## src/rtl/delay_buffer_pkg.sv

```systemverilog
// Shared types and helpers for the runtime-programmable 2D delay buffer.
package delay_buffer_pkg;

  // FILL: ring not yet primed for the current delay; RUN: outputs live.
  typedef enum logic {
    FILL = 1'b0,
    RUN  = 1'b1
  } state_t;

  // Limit a requested delay to the ring depth.
  function automatic int clamp_delay(input int sel, input int max_delay);
    return (sel > max_delay) ? max_delay : sel;
  endfunction

endpackage

```

## src/rtl/delay_buffer_ring_2d.sv

```systemverilog
// delay_ring_2d: ring memory of MAX_DELAY entries {valid, data array},
// write pointer, and the read-index arithmetic for a runtime delay.
module delay_ring_2d #(
  parameter int NUM_FEATURES = 4,
  parameter int N            = 4,
  parameter int PRECISION    = 4,
  parameter int MAX_DELAY    = 8,
  parameter int DW           = $clog2(MAX_DELAY + 1)
) (
  input  logic                                         clk,
  input  logic                                         rst_n,
  input  logic                                         ce,
  input  logic                                         ivalid,
  input  logic [NUM_FEATURES-1:0][N-1:0][PRECISION-1:0] idata,
  input  logic [DW-1:0]                                cur_delay,
  output logic                                         rd_valid,
  output logic [NUM_FEATURES-1:0][N-1:0][PRECISION-1:0] rd_data
);

  localparam int AW = (MAX_DELAY > 1) ? $clog2(MAX_DELAY) : 1;

  logic [NUM_FEATURES-1:0][N-1:0][PRECISION-1:0] mem_data [MAX_DELAY];
  logic [MAX_DELAY-1:0]                          mem_valid;
  logic [AW-1:0]                                 wptr;
  logic [DW:0]                                   rd_sum;
  logic [AW-1:0]                                 rd_idx;

  // Pointer and valid bits reset; a slot whose valid bit is cleared is never trusted.
  always_ff @(posedge clk or negedge rst_n) begin
    if (!rst_n) begin
      wptr      <= '0;
      mem_valid <= '0;
    end else if (ce) begin
      mem_valid[wptr] <= ivalid;
      wptr            <= (wptr == AW'(MAX_DELAY - 1)) ? '0 : wptr + AW'(1);
    end
  end

  // Data payload needs no reset; it is qualified by the valid bits.
  always_ff @(posedge clk) begin
    if (ce) begin
      mem_data[wptr] <= idata;
    end
  end

  // Read slot (wptr - cur_delay) mod MAX_DELAY; cur_delay == MAX_DELAY lands on wptr,
  // the oldest entry, which is still intact until the next ce edge.
  always_comb begin
    rd_sum = {1'b0, DW'(wptr)} + (DW+1)'(MAX_DELAY) - {1'b0, cur_delay};
    if (rd_sum >= (DW+1)'(MAX_DELAY)) begin
      rd_sum = rd_sum - (DW+1)'(MAX_DELAY);
    end
    rd_idx   = AW'(rd_sum);
    rd_data  = mem_data[rd_idx];
    rd_valid = mem_valid[rd_idx];
  end

endmodule

```

## src/rtl/delay_buffer_2d_var.sv

```systemverilog
// delay_buffer_2d_var: runtime-programmable delay line for a
// NUM_FEATURES x N array of PRECISION-bit words, with ce stall and valid
// tracking. Outputs are held at zero while the line refills after reset or
// a delay reload.
// Optional build macro DELAY_BUFFER_OUTPUT_REG_EN registers odata, ovalid
// and filling (one extra clk of latency, updated every clock).
//
// Stream semantics: there is no backpressure. Every clock with ce=1 accepts
// the {ivalid, idata} presented and advances the line by one; ivalid only
// marks whether that sample is meaningful and is delayed with it.
module delay_buffer_2d_var
  import delay_buffer_pkg::*;
#(
  parameter int NUM_FEATURES  = 4,
  parameter int N             = 4,
  parameter int PRECISION     = 4,
  parameter int MAX_DELAY     = 8,
  parameter int DEFAULT_DELAY = 2,
  localparam int DW           = $clog2(MAX_DELAY + 1)
) (
  input  logic                                         clk,
  input  logic                                         rst_n,
  input  logic                                         ce,
  input  logic                                         delay_ld,
  input  logic [DW-1:0]                                delay_sel,
  input  logic                                         ivalid,
  input  logic [NUM_FEATURES-1:0][N-1:0][PRECISION-1:0] idata,
  output logic                                         ovalid,
  output logic [NUM_FEATURES-1:0][N-1:0][PRECISION-1:0] odata,
  output logic                                         filling
);

  localparam state_t RESET_STATE = (DEFAULT_DELAY == 0) ? RUN : FILL;

  state_t                                        state, state_n;
  logic [DW-1:0]                                 cur_delay, cur_delay_n;
  logic [DW-1:0]                                 fill_cnt, fill_cnt_n;
  logic [DW-1:0]                                 sel_clamped;
  logic                                          rd_valid;
  logic [NUM_FEATURES-1:0][N-1:0][PRECISION-1:0] rd_data;
  logic                                          out_valid;
  logic [NUM_FEATURES-1:0][N-1:0][PRECISION-1:0] out_data;
  logic                                          out_filling;

  delay_ring_2d #(
    .NUM_FEATURES(NUM_FEATURES),
    .N           (N),
    .PRECISION   (PRECISION),
    .MAX_DELAY   (MAX_DELAY),
    .DW          (DW)
  ) u_ring (
    .clk      (clk),
    .rst_n    (rst_n),
    .ce       (ce),
    .ivalid   (ivalid),
    .idata    (idata),
    .cur_delay(cur_delay),
    .rd_valid (rd_valid),
    .rd_data  (rd_data)
  );

  assign sel_clamped = DW'(clamp_delay(int'(delay_sel), MAX_DELAY));

  // State, active delay and fill progress registers.
  always_ff @(posedge clk or negedge rst_n) begin
    if (!rst_n) begin
      state     <= RESET_STATE;
      cur_delay <= DW'(DEFAULT_DELAY);
      fill_cnt  <= '0;
    end else begin
      state     <= state_n;
      cur_delay <= cur_delay_n;
      fill_cnt  <= fill_cnt_n;
    end
  end

  // Next state: a load restarts the fill regardless of ce and wins over
  // the FILL->RUN step; otherwise FILL counts ce advances up to cur_delay.
  always_comb begin
    state_n     = state;
    cur_delay_n = cur_delay;
    fill_cnt_n  = fill_cnt;
    if (delay_ld) begin
      cur_delay_n = sel_clamped;
      fill_cnt_n  = '0;
      state_n     = (sel_clamped == '0) ? RUN : FILL;
    end else if (state == FILL && ce) begin
      fill_cnt_n = fill_cnt + DW'(1);
      if (fill_cnt + DW'(1) == cur_delay) begin
        state_n = RUN;
      end
    end
  end

  // Output mux: bypass at delay 0, ring read in RUN, zeros while filling.
  always_comb begin
    out_data  = '0;
    out_valid = 1'b0;
    if (cur_delay == '0) begin
      out_data  = idata;
      out_valid = ivalid & (state == RUN);
    end else if (state == RUN) begin
      out_data  = rd_data;
      out_valid = rd_valid;
    end
  end

  assign out_filling = (state == FILL);

`ifdef DELAY_BUFFER_OUTPUT_REG_EN
  // Output register, free-running on clk so it never freezes with ce.
  always_ff @(posedge clk or negedge rst_n) begin
    if (!rst_n) begin
      odata   <= '0;
      ovalid  <= 1'b0;
      filling <= (RESET_STATE == FILL);
    end else begin
      odata   <= out_data;
      ovalid  <= out_valid;
      filling <= out_filling;
    end
  end
`else
  assign odata   = out_data;
  assign ovalid  = out_valid;
  assign filling = out_filling;
`endif

endmodule

```

## config.mk

```make
export PLATFORM = sky130hd
export DESIGN_NAME = delay_buffer_2d_var
export DESIGN_NICKNAME = d
export VERILOG_FILES = /design/src/rtl/delay_buffer_pkg.sv /design/src/rtl/delay_buffer_ring_2d.sv /design/src/rtl/delay_buffer_2d_var.sv
export SDC_FILE = /design/constraint.sdc
export NUM_CORES = 1
export LEC_CHECK = 0
export ABC_AREA = 1
export CAP_MARGIN = 20
export CORE_ASPECT_RATIO = 1.4
export CORE_UTILIZATION = 39
export DETAILED_ROUTE_END_ITERATION = 10
export GPL_ROUTABILITY_DRIVEN = 0
export PLACE_DENSITY = 0.55
export SYNTH_ARGS = -nofsm -noshare
export SYNTH_HDL_FRONTEND = slang
export SYNTH_SLANG_ARGS = --single-unit
```

## constraint.sdc

```tcl
create_clock -name clk -period 14.7 [get_ports clk]
set_input_delay 1.47 -clock clk [delete_from_list [all_inputs] [get_ports clk]]
set_output_delay 1.47 -clock clk [all_outputs]
set_load 0.02 [all_outputs]
```

==> results of run 1 <==
==> critical path: stages, from the launching register on <==
cell and delay [ns]:
dfrtp_1 0.42, inv_1 0.13, ha_4 0.13, inv_1 0.04, fa_4 1.38, inv_4 0.64
buf_4 0.52, nor2_1 0.18, o21ai_0 0.09, nand3_1 0.12, nand3_1 0.09, nand2_1 0.18
clkdlybuf4s50_1 0.63
==> cell families (layout without fill, tap and decap cells) <==
kind of cell               count (synthesis)  count (layout)  share of synthesized area (%)
adders and majority gates                  5               5                          0.316
buffers and inverters                    146             279                           3.70
DFF                                      532             532                           71.7
AOI/OAI and AO/OA                        279             279                           6.31
xor gates and xnor gates                   1               1                         0.0395
and+or+nand+nor                          914             914                           18.0
==> power by group through the flow <==
stage	Clock (uW)	Sequential [uW]	Combinational, uW
CTS	1290	1900	1720
global placement	0	1920	1700
finish	1260	1900	1680
floorplan	0	1920	1210
global route	1350	1910	1890
detailed placement	0	1930	1720
==> cells in the mapped netlist, types with 6 or more instances <==
cell      number  area, um2
edfxtp_1     512      15400
inv_1         28        105
o21ai_0      215       1080
nand3_1      156        781
clkbuf_1      24       90.1
buf_12         6        120
nand2_1      173        649
dfrtp_1       19        475
nor2_1       524       1970
buf_2         65        325
buf_6         10        113
nand3_2       51        510
o21ai_1       59        295
==> how the worst max path moves through the flow <==
| stage | start | to | slack, ns | cells past startpoint |
|---|---|---|---|---|
| 5_1_grt | u_ring.wptr[0]$_DFFE_PN0P_ | odata[13] | 7.73 | 12 |
| 2_1_floorplan | ce | u_ring.mem_valid[7]$_DFFE_PN0P_ | 8.16 | 3 |
| 3_5_place_dp | u_ring.wptr[0]$_DFFE_PN0P_ | odata[18] | 8.59 | 12 |
| 3_3_place_gp | u_ring.wptr[0]$_DFFE_PN0P_ | odata[18] | 8.60 | 12 |
| 6_report | u_ring.wptr[0]$_DFFE_PN0P_ | odata[13] | 8.01 | 12 |
| 4_1_cts | u_ring.wptr[0]$_DFFE_PN0P_ | odata[17] | 7.97 | 12 |
==> flip-flops by register name, summed over array words and instances, names as in the netlist <==
register / count
u_ring.mem_data: 512
u_ring.mem_valid: 8
cur_delay: 4
fill_cnt: 4
u_ring.wptr: 3
state: 1
==> final cells by class <==
type	count	area [um2]	share of cell area, %
clock inverter	22	191	0.749
sequential	532	15900	62.2
timing repair buffer	158	1530	6.00
inverter	34	146	0.573
tap	735	920	3.60
clock buffer	65	1390	5.45
multi-input combinational	1199	5490	21.5
==> routing by layer <==
metal	track usage, %	vias to the layer above	part of all wire (%)
met5	0	-	0.075
met4	4.98	6	2.0
met3	3.02	84	5.1
met2	34.0	362	51
met1	23.7	6987	42
li1	-	6757	-
==> through the flow <==
stage	worst slack (ns)	cells	area, um2	hold slack [ns]	total power, uW
finish	8.01	2745	25500	0.489	4840
global route	7.73	2745	25500	0.506	5140
CTS	7.97	2745	25500	0.490	4910
detailed placement	8.59	2658	24000	0.474	3650
global placement	8.60	2658	24000	0.468	3620
floorplan	8.16	1877	22200	0.453	3130
==> flow_summary_export.csv, run 1 <==
group,metric,value,unit
outcome,status,"complete, no violations",
layout,drive_above_1_share,8.06,%
critical_path,rr_worst_depth,4,
route,wl,54.8,mm
route,wl_per_cell,20.0,um
job,cap_violations,0,
layout,diodes,0,
hold_path,hp-class,"flip-flop to flip-flop",
timing,setup_viol,0,
power_and_ir_drop,power_frac_comb,34.7,%
global_routing,overflow,0,
hold_path,holdPathEnd,"u_ring.mem_valid[5]$_DFFE_PN0P_",
place,hpwl,27.2,mm
route,ant_nets,0,
clock_network,cts_tree,"done",
route,drc,0,
synth,synth.avg_cell_area,11.8,um2
hold_path,whs_path_depth,2,
clock_network,clock_sinks,532,
floorplan,fp.dieH,284,um
timing,hold_viol,0,
power_and_ir_drop,p_sw,1740,uW
clock_network,root_buffer,"clkbuf_16",
layout,mostFrequentLayoutCells,"524 x nor2_1, 512 x edfxtp_1, 215 x o21ai_0, 173 x nand2_1, 156 x nand3_1",
clock_network,postCtsSetupBuffers,0,
hold_path,min_from,"u_ring.mem_valid[5]$_DFFE_PN0P_",
critical_path,cp-end-kind,"output port",
floorplan,die-area,57800,um2
clock_network,clk_pin_slew,0.07,ns
clock_network,clkLatencyLatePin,0.57,ns
route,drt_pass1_iterations,5,
synth,synth.cell_area,22200,um2
power_and_ir_drop,seq_power_share,39.2,%
floorplan,start_util,39.3,%
global_routing,antenna_found_initial,3,
timing,fin_crit_sh,45.5,%
timing,setup-tns-final,0,ns
timing,rsz0062_at_grt,"no",
global_routing,grt.total_usage,19.0,%
clock_network,cts_htree_levels,2,
synth,postSynthCellCount,1877,
power_and_ir_drop,leakage,0.00877,uW
synth,synth.distinct_cells,32,
clock_network,cts_max_path_buffers,3,
place,io_buffers,138,
route,vias,14200,
clock_network,numCtsBuffers,50,
layout,fin_util,45.4,%
critical_path,critical_path_peak_fanout,81,
critical_path,cp-start-kind,"flip-flop",
clock_network,cts.hold.buffers_added,0,
timing,fin_crit,6.69,ns
critical_path,rr_startpoint,"u_ring.wptr[2]$_DFFE_PN0P_",
critical_path,critPathKind,"flip-flop to output port",
power_and_ir_drop,vdd_drop_max,105,uV
floorplan,rows,103,
clock_network,cts_resized,0,
timing,slew_headroom,28.6,%
power_and_ir_drop,clkPwrFrac,26.1,%
synth,yosysSeqAreaShare,71.7,%
route,post_drt_via_cell_ratio,5.17,
timing,maxSlewViolCount,0,
power_and_ir_drop,swShare,35.9,%
global_routing,grt_first_pass_wirelength,83.9,mm
critical_path,timing.rr.end,"u_ring.mem_data[7][56]$_DFFE_PP_",
synth,synth_nets,1955,
critical_path,crit_required,13.23,ns
timing,tightest_slew,1.07,ns
layout,filler_cell_count,5078,
global_routing,grt_max_degree,119,
synth,ys_warn_count,0,
layout,area_growth,15.3,%
critical_path,rrSetupSlack,12.13,ns
layout,mostFrequentLayoutCell,"nor2_1",
timing,finClkSkew,0.0160,ns
power_and_ir_drop,internal-power,3100,uW
critical_path,arrival,5.22,ns
power_and_ir_drop,pwr_density_cell,189,nW/um2
floorplan,core-area,56300,um2
route,first_iter_violations,1052,
floorplan,die_w,203,um
timing,clock.fmax,150,MHz
synth,synth_edf_count,512,
floorplan,ios,139,
synth,synth-main-ff-cell,"edfxtp_1",
layout,final_nets,2053,
global_routing,grt_pass1_vias,14300,
synth,async_flop_share,3.76,%
synth,synth-seq-cells,532,
No activity file was read; power rests on OpenSTA's default activity.
==> run 2: changes to the inputs <==
--- a/config.mk
+++ b/config.mk
@@ -11,7 +11,7 @@
 export CORE_UTILIZATION = 39
 export DETAILED_ROUTE_END_ITERATION = 10
 export GPL_ROUTABILITY_DRIVEN = 0
-export PLACE_DENSITY = 0.55
+export PLACE_DENSITY = 0.57
 export SYNTH_ARGS = -nofsm -noshare
 export SYNTH_HDL_FRONTEND = slang
 export SYNTH_SLANG_ARGS = --single-unit
==> constraint.sdc (replaced) <==
create_clock -name clk -period 6.1 [get_ports clk]
set_input_delay 0.61 -clock clk [delete_from_list [all_inputs] [get_ports clk]]
set_output_delay 0.61 -clock clk [all_outputs]
set_load 0.02 [all_outputs]
==> run 2 against run 1 <==
Compared with the run above:
- sequential share of layout area shrank 0.19 points
- total power increased by 140%
- via count is essentially flat
- clock skew rose by 0.0083 ns
- first-iteration DRC count decreased by 2.9%
- count of clock-buffer cells in the layout unchanged
- critical path type unchanged
- sequential cell count did not move
- final area rose by 0.31%
- utilization increased by 0.14 points
- sequential power grew 140%
- largest power group unchanged
==> flow_summary_export.csv, run 2 (synthesis results as in run 1) <==
group,metric,value,unit
floorplan,rows,103,
global_routing,use_met2,33.9,%
clock_network,cts_htree_levels,2,
timing,finClkSkew,0.0243,ns
clock_network,cts.hold.buffers_added,0,
power_and_ir_drop,p_sw,4210,uW
layout,area_growth,15.7,%
route,ant_nets,0,
route,drc,0,
floorplan,core-area,56300,um2
layout,top_register,"u_ring.mem_data",
timing,setup_viol,0,
clock_network,postCtsSetupBuffers,0,
timing,slew_headroom,25.2,%
route,wl,54.8,mm
global_routing,grt_pass1_vias,14400,
critical_path,cp-end-kind,"output port",
power_and_ir_drop,power_frac_comb,35.5,%
route,drt_pass1_iterations,5,
route,first_iter_violations,1022,
critical_path,cp-start-kind,"flip-flop",
outcome,status,"complete, no violations",
layout,mostFrequentLayoutCells,"524 x nor2_1, 512 x edfxtp_1, 215 x o21ai_0, 173 x nand2_1, 156 x nand3_1",
critical_path,rrSetupSlack,3.48,ns
timing,tightest_slew,1.12,ns
power_and_ir_drop,leakage,0.00884,uW
global_routing,antenna_found_initial,2,
critical_path,timing.rr.end,"u_ring.mem_data[5][9]$_DFFE_PP_",
global_routing,grt.total_usage,19.1,%
layout,stdcell_area,25600,um2
layout,diodes,0,
power_and_ir_drop,swShare,36.4,%
layout,mostFrequentLayoutCell,"nor2_1",
timing,hold_viol,0,
global_routing,grt_most_used_layer,"met2",
timing,clock.fmax,205,MHz
clock_network,root_buffer,"clkbuf_16",
floorplan,fp.dieH,284,um
timing,hold_ws,0.271,ns
clock_network,clkLatencyLatePin,0.58,ns
critical_path,arrival,4.26,ns
timing,rsz0062_at_grt,"no",
clock_network,numCtsBuffers,50,
global_routing,grt_use_met1,24.0,%
floorplan,die_w,203,um
place,place_area,24100,um2
global_routing,gr-usage-met3,2.76,%
clock_network,cts_tree,"done",
global_routing,grt_first_pass_wirelength,84.7,mm
critical_path,rr_startpoint,"u_ring.wptr[2]$_DFFE_PN0P_",
critical_path,rr_worst_depth,5,
clock_network,clk_pin_slew,0.06,ns
power_and_ir_drop,clkPwrFrac,25.0,%
power_and_ir_drop,vdd_drop_max,366,uV
power_and_ir_drop,internal-power,7360,uW
power_and_ir_drop,seq_power_share,39.5,%
place,io_buffers,138,
timing,fin_crit_sh,79.8,%
job,cap_violations,0,
route,wl_per_cell,19.9,um
place,hpwl,28.3,mm
clock_network,cts_resized,0,
timing,fin_crit,4.87,ns
timing,maxSlewViolCount,0,
floorplan,start_util,39.3,%
place,place_ws,1.81,ns
layout,final_nets,2063,
clock_network,clock_sinks,532,
floorplan,ios,139,
floorplan,die-area,57800,um2
clock_network,cts_max_path_buffers,3,
layout,top_regs,"u_ring.mem_data x512, u_ring.mem_valid x8",
route,post_drt_via_cell_ratio,5.15,
critical_path,crit_required,5.49,ns
hold_path,hp-class,"input port to async pin",
critical_path,critical_path_peak_fanout,70,
global_routing,grt_max_degree,142,
critical_path,critPathKind,"flip-flop to output port",
timing,setup-tns-final,0,ns
global_routing,overflow,0,
layout,drive_above_1_share,8.59,%
timing,setup_slack,1.23,ns
route,vias,14200,
layout,largest_reg_flops,512,
power_and_ir_drop,pwr_density_cell,451,nW/um2
[run 2: power by group through the flow]
| stage | Clock (uW) | Sequential [uW] | Combinational (uW) |
|---|---|---|---|
| after floorplan | 0 | 4640 | 2910 |
| after global placement | 0 | 4630 | 4120 |
| after detailed placement | 0 | 4650 | 4170 |
| after CTS | 2960 | 4570 | 4180 |
| after global routing | 3080 | 4600 | 4580 |
| final | 2890 | 4570 | 4110 |
[run 2: worst max-delay path: stages (launching register included)]
cell	delay (ns)
dfrtp_1	0.39
inv_1	0.10
ha_4	0.46
buf_4	0.60
buf_4	0.75
nor2_1	0.11
nor2_1	0.10
o21ai_0	0.09
nand3_1	0.13
nand3_1	0.18
nand2_1	0.11
clkdlybuf4s50_1	0.60
[run 2: worst max-delay path by stage]
stage	endpoint	slack, ns	depth (start not counted)	from
finish	odata[34]	1.23	11	u_ring.wptr[0]$_DFFE_PN0P_
global route	odata[34]	0.94	11	u_ring.wptr[0]$_DFFE_PN0P_
CTS	odata[49]	1.17	11	u_ring.wptr[0]$_DFFE_PN0P_
detailed placement	odata[49]	1.81	11	u_ring.wptr[0]$_DFFE_PN0P_
global placement	odata[49]	1.80	11	u_ring.wptr[0]$_DFFE_PN0P_
floorplan	u_ring.mem_valid[7]$_DFFE_PN0P_	0.42	3	ce
[run 2: stage by stage]
step | utilization, % | total power, uW | std cells
5_1_grt | 45.5 | 12300 | 2760
4_1_cts | 45.4 | 11700 | 2758
3_3_place_gp | 42.7 | 8750 | 2665
6_report | 45.5 | 11600 | 2760
2_1_floorplan | - | 7550 | 1877
3_5_place_dp | 42.7 | 8820 | 2666
[run 2: routing by layer]
metal | vias to the layer above | wire length, um | share of wire (%)
li1 | 6785 | - | -
met4 | 2 | 1180 | 2.1
met5 | - | 13 | 0.024
met1 | 7046 | 23400 | 43
met3 | 70 | 2370 | 4.3
met2 | 298 | 27800 | 51
[run 2: cell type report]
class                   instances  area (um2)
inverters                      34         140
clock inverters                27         151
clock buffers                  65        1360
repair buffers                168        1690
flip-flops and latches        532       15900
well taps                     735         920
multi-input cells            1199        5490
fillers                      5011       30700
